`config.mk`:
```
export PLATFORM = sky130hd
export DESIGN_NAME = tdm_scan_ctrl
export DESIGN_NICKNAME = d
export VERILOG_FILES = /design/src/rtl/tdm_pkg.sv /design/src/rtl/tdm_slot_counter.sv /design/src/rtl/tdm_scan_ctrl.sv
export SDC_FILE = /design/constraint.sdc
export NUM_CORES = 1
export LEC_CHECK = 0
export BUFFER_PORTS_ARGS = -buffer_cell sky130_fd_sc_hd__buf_2
export CAP_MARGIN = 30
export CORE_MARGIN = 5
export CORE_UTILIZATION = 58
export CTS_CLUSTER_DIAMETER = 150
export DETAILED_ROUTE_END_ITERATION = 8
export PLACE_DENSITY = 0.85
export RECOVER_POWER = 25
export SYNTH_ARGS = -nofsm -noshare
export SYNTH_HDL_FRONTEND = slang
export SYNTH_SLANG_ARGS = --single-unit
export TNS_END_PERCENT = 5
```
`constraint.sdc`:
```
create_clock -name clk -period 2.9 [get_ports clk]
set_clock_uncertainty 0.1 [all_clocks]
set_input_delay 0.145 -clock clk [delete_from_list [all_inputs] [get_ports clk]]
set_output_delay 0.145 -clock clk [all_outputs]
set_load 0.02 [all_outputs]
```
`src/rtl/tdm_pkg.sv`:
```
// rtl/tdm_pkg.sv - shared constants and state type for the TDM scan controller
package tdm_pkg;
    localparam int N_CH    = 4;
    localparam int SEL_W   = 2;
    localparam int DWELL_W = 8;

    typedef enum logic {
        IDLE = 1'b0,
        SCAN = 1'b1
    } state_t;
endpackage

```
`src/rtl/tdm_slot_counter.sv`:
```
// rtl/tdm_slot_counter.sv - dwell and slot counters pacing the channel scan
module tdm_slot_counter
    import tdm_pkg::*;
#(
    parameter int DWELL = 1
) (
    input  logic             clk,
    input  logic             rst,
    input  logic             clr,
    input  logic             run,
    output logic [SEL_W-1:0] slot,
    output logic             slot_end,
    output logic             frame_end
);
    localparam logic [DWELL_W-1:0] DWELL_LAST = DWELL_W'(DWELL - 1);

    logic [DWELL_W-1:0] dwell;

    assign slot_end  = run && (dwell == DWELL_LAST);
    assign frame_end = slot_end && (slot == SEL_W'(N_CH - 1));

    // Slot wraps 3->0 purely by overflow, which only happens on frame end.
    always_ff @(posedge clk) begin
        if (rst || clr) begin
            dwell <= '0;
            slot  <= '0;
        end else if (run) begin
            if (slot_end) begin
                dwell <= '0;
                slot  <= slot + 1'b1;
            end else begin
                dwell <= dwell + 1'b1;
            end
        end
    end
endmodule

```
`src/rtl/tdm_scan_ctrl.sv`:
```
// rtl/tdm_scan_ctrl.sv - 4-channel TDM scan controller; TDM_SCAN_FRAME_CNT_EN adds frame_cnt
module tdm_scan_ctrl
    import tdm_pkg::*;
#(
    parameter int DWELL = 1
) (
    input  logic             clk,
    input  logic             rst,
    input  logic             en,
    input  logic [N_CH-1:0]  d_in,
    input  logic             line_in,
    output logic [N_CH-1:0]  d_hold,
    output logic [SEL_W-1:0] sel,
    output logic [N_CH-1:0]  q,
    output logic             frame_valid,
    output logic             busy
`ifdef TDM_SCAN_FRAME_CNT_EN
    ,
    output logic [7:0]       frame_cnt
`endif
);
    state_t           state, state_nxt;
    logic             load;
    logic             clr;
    logic             run;
    logic [SEL_W-1:0] slot;
    logic             slot_end;
    logic             frame_end;
    logic [N_CH-1:0]  shreg;
    logic [N_CH-1:0]  assembled;

    tdm_slot_counter #(.DWELL(DWELL)) u_slot_counter (
        .clk       (clk),
        .rst       (rst),
        .clr       (clr),
        .run       (run),
        .slot      (slot),
        .slot_end  (slot_end),
        .frame_end (frame_end)
    );

    always_ff @(posedge clk) begin
        if (rst) state <= IDLE;
        else     state <= state_nxt;
    end

    // Counters are held clear whenever not actively scanning, so sel reads 0 in IDLE.
    always_comb begin
        state_nxt = state;
        load      = 1'b0;
        clr       = 1'b1;
        case (state)
            IDLE: begin
                if (en) begin
                    load      = 1'b1;
                    state_nxt = SCAN;
                end
            end
            SCAN: begin
                clr = !en;
                if (!en)            state_nxt = IDLE;
                else if (frame_end) load      = 1'b1;
            end
            default: state_nxt = IDLE;
        endcase
    end

    assign run  = (state == SCAN);
    assign busy = (state == SCAN);
    assign sel  = slot;

    always_comb begin
        assembled = shreg;
        if (slot_end) assembled[slot] = line_in;
    end

    always_ff @(posedge clk) begin
        if (rst) shreg <= '0;
        else     shreg <= assembled;
    end

    always_ff @(posedge clk) begin
        if (rst) begin
            d_hold      <= '0;
            q           <= '0;
            frame_valid <= 1'b0;
        end else begin
            frame_valid <= frame_end;
            if (frame_end) q      <= assembled;
            if (load)      d_hold <= d_in;
        end
    end

`ifdef TDM_SCAN_FRAME_CNT_EN
    always_ff @(posedge clk) begin
        if (rst)            frame_cnt <= '0;
        else if (frame_end) frame_cnt <= frame_cnt + 1'b1;
    end
`endif
endmodule

```
Word level (Yosys, flattened, before mapping)
Cells that the tools add are included.

Bits in registers: 24. Input port bits: 8. Output and inout port bits: 12. Logic and storage cells: 30.

Add/sub/neg operators: 2. $lt $le $gt $ge: 2. Eq/ne operators: 1. Multiplexer cells: 10. Bitwise operators: 1. Reductions and logical operators: 7.

Operators by type and width (number): $add A8 B1 Y8 const B (1); $logic_not A8 Y1 (1); $mux W8 (1); $mux W1 (5); $bwmux W4 (1); $mux W4 (1); $logic_and A1 B1 Y1 (3); $lt A2 B3 Y1 const B (1); $add A2 B1 Y2 const B (1); $demux W1 S2 (1); $eq A2 B2 Y1 const B (1); $ge A2 B1 Y1 const B (1); $pmux W1 S2 (1); $reduce_and A2 Y1 (1); $logic_not A1 Y1 (1); $logic_or A1 B1 Y1 (1); $not A1 Y1 (1).

Longest topological paths before layout
Depth after elaboration: 6. Gate-level depth with buffers: 5. Gate-level depth less buffers: 5.

Hierarchy
Synthesis repeated with hierarchy kept, for this count alone.

Cell total of the unflattened synthesis: 112. Area, all modules: 1042.2 um^2.

By module, submodules not included: tdm_scan_ctrl (instances 1, cells each 53, area an instance 526.8 um^2, seq. area each 280.3 um^2); tdm_slot_counter (instances 1, cells each 59, area an instance 515.5 um^2, seq. area each 200.2 um^2).

Worst setup path before layout
Ideal clock, no wire load.

Kind: reg-to-reg. Start point: register u_slot_counter.slot[1]. End point: register d_hold[0]. Setup time: 95 ps. Arrival: 1706 ps. Data required time: 2705 ps. Path slack: 998 ps. Cell stages (with the launch flop): 5. Buffers on the path: 0. Cells stage by stage: dfxtp_1 ha_1 or4bb_1 or4_1 o311ai_1.

Word-level cells in the longest chain between the ends: 5.

RTL lines: start: declaration (line tdm_slot_counter.sv:11) `output logic [SEL_W-1:0] slot,`; start signal: assignment (line tdm_slot_counter.sv:30) `slot <= slot + 1'b1;`; $eq A2 B2 Y1 (line tdm_slot_counter.sv:20) `assign frame_end = slot_end && (slot == SEL_W'(N_CH - 1));`; $logic_and A1 B1 Y1 (line tdm_slot_counter.sv:20); $mux W1 (line tdm_scan_ctrl.sv:62) `else if (frame_end) load = 1'b1;`; $mux W1 (line tdm_scan_ctrl.sv:61) `if (!en) state_nxt = IDLE;`; $pmux W1 S2 (line tdm_scan_ctrl.sv:52) `case (state)`; end signal: assignment (line tdm_scan_ctrl.sv:90) `if (load) d_hold <= d_in;`; end: declaration (line tdm_scan_ctrl.sv:12) `output logic [N_CH-1:0] d_hold,`.

No other way between the ends. A chain may end at the register's enable or synchronous reset.

Worst setup path in the final report
Start point: register u_slot_counter.dwell[0]. End point: register d_hold[2].

Word-level cells in the longest chain between the ends: 6.

RTL lines: start: declaration (line tdm_slot_counter.sv:17) `logic [DWELL_W-1:0] dwell;`; start signal: assignment (line tdm_slot_counter.sv:32) `dwell <= dwell + 1'b1;`; $logic_not A8 Y1 (line tdm_slot_counter.sv:19) `assign slot_end = run && (dwell == DWELL_LAST);`; $logic_and A1 B1 Y1 (line tdm_slot_counter.sv:19); $logic_and A1 B1 Y1 (line tdm_slot_counter.sv:20); $mux W1 (line tdm_scan_ctrl.sv:62); $mux W1 (line tdm_scan_ctrl.sv:61); $pmux W1 S2 (line tdm_scan_ctrl.sv:52).

No other way between the ends.

==> out/qor.log <==
qor: power_and_ir_drop.pwr-share-comb 0.088
qor: setup_path.critical_path_startpoint_category flop
qor: yosys.synth_cell_type_count 28
qor: sta.max_slew_violation_count 0
qor: sta.finalSetupViolCount 0
qor: cts.clk_latency 310 ps
qor: cts.root_buffer sky130_fd_sc_hd__clkbuf_4
qor: sta.grt_setup_unrepaired false
qor: yosys.netlist_instances 134
qor: cts.cts_tree done
qor: yosys.synthesis.nets 148
qor: setup_path.worstSetupPathType flop to flop
qor: drt.route.detailed.drc 0
qor: sta.min_period_over_period 0.696
qor: cts.cts-hold-fix-buffers 3
qor: drt.detail_route.first_pass.iterations 4
qor: grt.globalRoute.totalOverflow 0
qor: cts.cts_max_level 1
qor: drt.wl_per_cell 13.6 um
qor: grt.grt_start_max_net_pins 27
qor: status.outcome completed
qor: placement.gp_routability_congestion 0.781
qor: final_layout.antenna_cells 0
qor: sta.holdWs 18.3 ps
qor: setup_path.count_of_cells_along_the_worst_register_to_register_path 5
qor: placement.dp_worst_setup_slack 946 ps
qor: grt.grt_use_total 0.165
qor: hold_path.worstHoldPathType input port to flop
qor: sta.maximum_clock_frequency 0.495 GHz
qor: yosys.syn_avg_cell_area 8.92 um^2
qor: final_layout.drive_above_1_share 0.129
qor: drt.drt_wl_total 2470 um
qor: job.drv_cap 0
qor: placement.place_hpwl 1720 um
qor: die.die_area 3070 um^2
qor: drt.detail-route-antenna-nets 0
qor: cts.ctsLongestPathBuffers 2
qor: power_and_ir_drop.power_density 385 nW/um^2
qor: power_and_ir_drop.p_sw 0.126 mW
qor: setup_path.crit_path_top_delay_cell sky130_fd_sc_hd__or4bb_1
qor: cts.cts.reportedPaths.clkPinSlew 120 ps
qor: hold_path.worst_hold_path.num_cells 3
qor: grt.antenna_found_initial 0
qor: yosys.synth-seq-area-share 0.385
qor: setup_path.timing.critical_path.arrival 2130 ps
qor: cts.cts_buffers 3
qor: setup_path.crit_path_max_fanout 5
qor: power_and_ir_drop.switching_share 0.242
qor: yosys.synthesis.area 1190 um^2
qor: die.width_of_the_die 55.4 um
qor: cts.cts.sink_count 23
qor: power_and_ir_drop.internal_power_summed_over_all_cells 0.394 mW
qor: die.dieHeight 55.4 um
qor: sta.max_slew.worst_pin.slew 923 ps
qor: die.initial_utilization 0.609
qor: die.placement_rows 16
qor: sta.period_minus_slack 2020 ps
qor: final_layout.finalNetCount 170
qor: drt.first_iter_violations 28
qor: power_and_ir_drop.p_clk_frac 0.282
qor: final_layout.final_core_util 0.688
qor: die.fp.coreArea 1960 um^2
qor: drt.vias 1029
qor: placement.port_buffers 19
qor: grt.global_route_wire_length_before_repair 4170 um
qor: sta.timing.max_slew.rel_slack 0.385
qor: power_and_ir_drop.max-vdd-ir-drop 0.257 mV
qor: yosys.ys_seq_elements 23
qor: setup_path.wp_data_required 3010 ps
qor: sta.timing.final.ws_setup 882 ps
qor: final_layout.syn_to_final_growth 13.0%
qor: yosys.synth.yosys.warnings 0
qor: drt.via_per_inst 5.65
qor: cts.post-cts-setup-buffer-count 0
qor: power_and_ir_drop.seq_power_share 0.630
qor: setup_path.cpPeakStageDelay 580 ps
qor: power_and_ir_drop.static-leakage-power 0.520 nW
qor: die.boundaryPins 20
qor: sta.timing.setup.tns 0 ps
qor: setup_path.critPathCaptureType flop
qor: cts.cts-resized-gates 0
qor: sta.timing_hold_violations_final 0
qor: grt.first_global_vias 945
qor: setup_path.crit_path_cell_trace inv_1, ha_1, or4bb_1, or4_1, o311ai_1
synthesized netlist by cell type:
library cell               count  share of area
sky130_fd_sc_hd__nand4_1       3          0.016
sky130_fd_sc_hd__ha_1          6          0.063
sky130_fd_sc_hd__mux2i_1       8          0.067
sky130_fd_sc_hd__o21ai_0       3          0.013
sky130_fd_sc_hd__mux2_2        3          0.028
sky130_fd_sc_hd__nor4_2        1          0.010
sky130_fd_sc_hd__nor2_1       10          0.031
sky130_fd_sc_hd__or4bb_1       2          0.019
sky130_fd_sc_hd__or3_1         1         0.0052
sky130_fd_sc_hd__nand3_1       6          0.025
sky130_fd_sc_hd__or4_1         7          0.044
sky130_fd_sc_hd__nor2b_1       6          0.031
sky130_fd_sc_hd__o31ai_1       2          0.013
sky130_fd_sc_hd__and4bb_1      1          0.010
sky130_fd_sc_hd__dfxtp_1      23           0.39
sky130_fd_sc_hd__xor2_1        2          0.015
sky130_fd_sc_hd__a31o_2        1         0.0073
sky130_fd_sc_hd__nor3b_1       4          0.025
sky130_fd_sc_hd__nand3_2       1         0.0084
sky130_fd_sc_hd__nand3b_1      1         0.0063
sky130_fd_sc_hd__inv_1         7          0.022
sky130_fd_sc_hd__a21oi_1       5          0.021
sky130_fd_sc_hd__nand2_1      13          0.041
sky130_fd_sc_hd__clkbuf_1      4          0.013
sky130_fd_sc_hd__a31oi_1       4          0.021
sky130_fd_sc_hd__nand2b_1      5          0.026
sky130_fd_sc_hd__o311ai_1      4          0.029
sky130_fd_sc_hd__clkbuf_2      1         0.0042
cells by family (layout without fill, tap and decap cells):
logic type               Yosys count  count (layout)  synth area share
AO/OA/AOI/OAI                     19              19             0.104
XOR/XNOR                           2               2            0.0147
adder cells (fa/ha/maj)            6               6            0.0628
buffers and inverters             12              33            0.0387
flip-flops                        23              23             0.385
multiplexers                      11              11            0.0953
AND/OR/NAND/NOR                   61              61             0.299
registers in the layout, indices dropped and copies added (netlist names):
signal                cells
d_hold                    4
u_slot_counter.slot       2
frame_valid               1
u_slot_counter.dwell      8
q                         4
busy                      1
shreg                     3
layout make-up:
| type | instances | area (um^2) |
|---|---|---|
| Fill cell | 164 | 612 |
| Clock buffer | 4 | 26.3 |
| Tap cell | 27 | 33.8 |
| Inverter | 7 | 26.3 |
| Sequential cell | 23 | 460 |
| Multi-Input combinational cell | 99 | 688 |
| Timing Repair Buffer | 22 | 115 |
final timing paths:
| kind | from | end | slack [ps] |
|---|---|---|---|
| setup / recovery | u_slot_counter.dwell[0]$_SDFFE_PP0P_ | d_hold[2]$_SDFFE_PP0P_ | 880 |
| hold / removal | d_in[2] | d_hold[2]$_SDFFE_PP0P_ | 20 |
| setup reg to reg | u_slot_counter.dwell[0]$_SDFFE_PP0P_ | d_hold[2]$_SDFFE_PP0P_ | 880 |
| hold reg to reg | q[3]$_SDFFE_PP0P_ | q[3]$_SDFFE_PP0P_ | 390 |
metrics by stage:
stage	area [um^2]	cells	power, mW
after floorplan	1190	134	0.361
after global placement	1300	175	0.375
after detailed placement	1300	175	0.377
after CTS	1360	182	0.523
after global routing	1350	182	0.542
final	1350	182	0.520
placed cells by master, fill, tap and decap left out, types with 5 or more instances in the layout:
| master | count |
|---|---|
| sky130_fd_sc_hd__buf_2 | 11 |
| sky130_fd_sc_hd__inv_1 | 7 |
| sky130_fd_sc_hd__mux2i_1 | 8 |
| sky130_fd_sc_hd__nand2b_1 | 5 |
| sky130_fd_sc_hd__nor2_1 | 10 |
| sky130_fd_sc_hd__a21oi_1 | 5 |
| sky130_fd_sc_hd__nand2_1 | 13 |
| sky130_fd_sc_hd__or4_1 | 7 |
| sky130_fd_sc_hd__ha_1 | 6 |
| sky130_fd_sc_hd__clkbuf_1 | 9 |
| sky130_fd_sc_hd__nand3_1 | 6 |
| sky130_fd_sc_hd__dfxtp_1 | 23 |
| sky130_fd_sc_hd__nor2b_1 | 6 |
routing by layer:
| metal | wire (um) | vias up | track usage | share of wire |
|---|---|---|---|---|
| met4 | 21 | 0 | 0.0799 | 0.0085 |
| met3 | 111 | 4 | 0.0443 | 0.045 |
| met2 | 1180 | 23 | 0.274 | 0.48 |
| li1 | - | 530 | - | - |
| met5 | 0 | - | 0 | 0 |
| met1 | 1160 | 472 | 0.195 | 0.47 |
critical path, delay by kind of cell (launching register included):
family / cells / cell delay [ps]
adders and majority gates: 1 / 180
DFF: 1 / 370
and+or+nand+nor: 2 / 1090
AOI/OAI and AO/OA: 1 / 110
buffers and inverters: 1 / 70
power groups by stage:
| stage | Combinational (mW) | Sequential (mW) | Clock (mW) |
|---|---|---|---|
| floorplan | 0.0231 | 0.338 | 0 |
| global placement | 0.0411 | 0.334 | 0 |
| detailed placement | 0.0426 | 0.334 | 0 |
| CTS | 0.0458 | 0.327 | 0.150 |
| global route | 0.0504 | 0.328 | 0.164 |
| finish | 0.0457 | 0.327 | 0.147 |
Note: power is estimated with default switching activity, not from simulation.
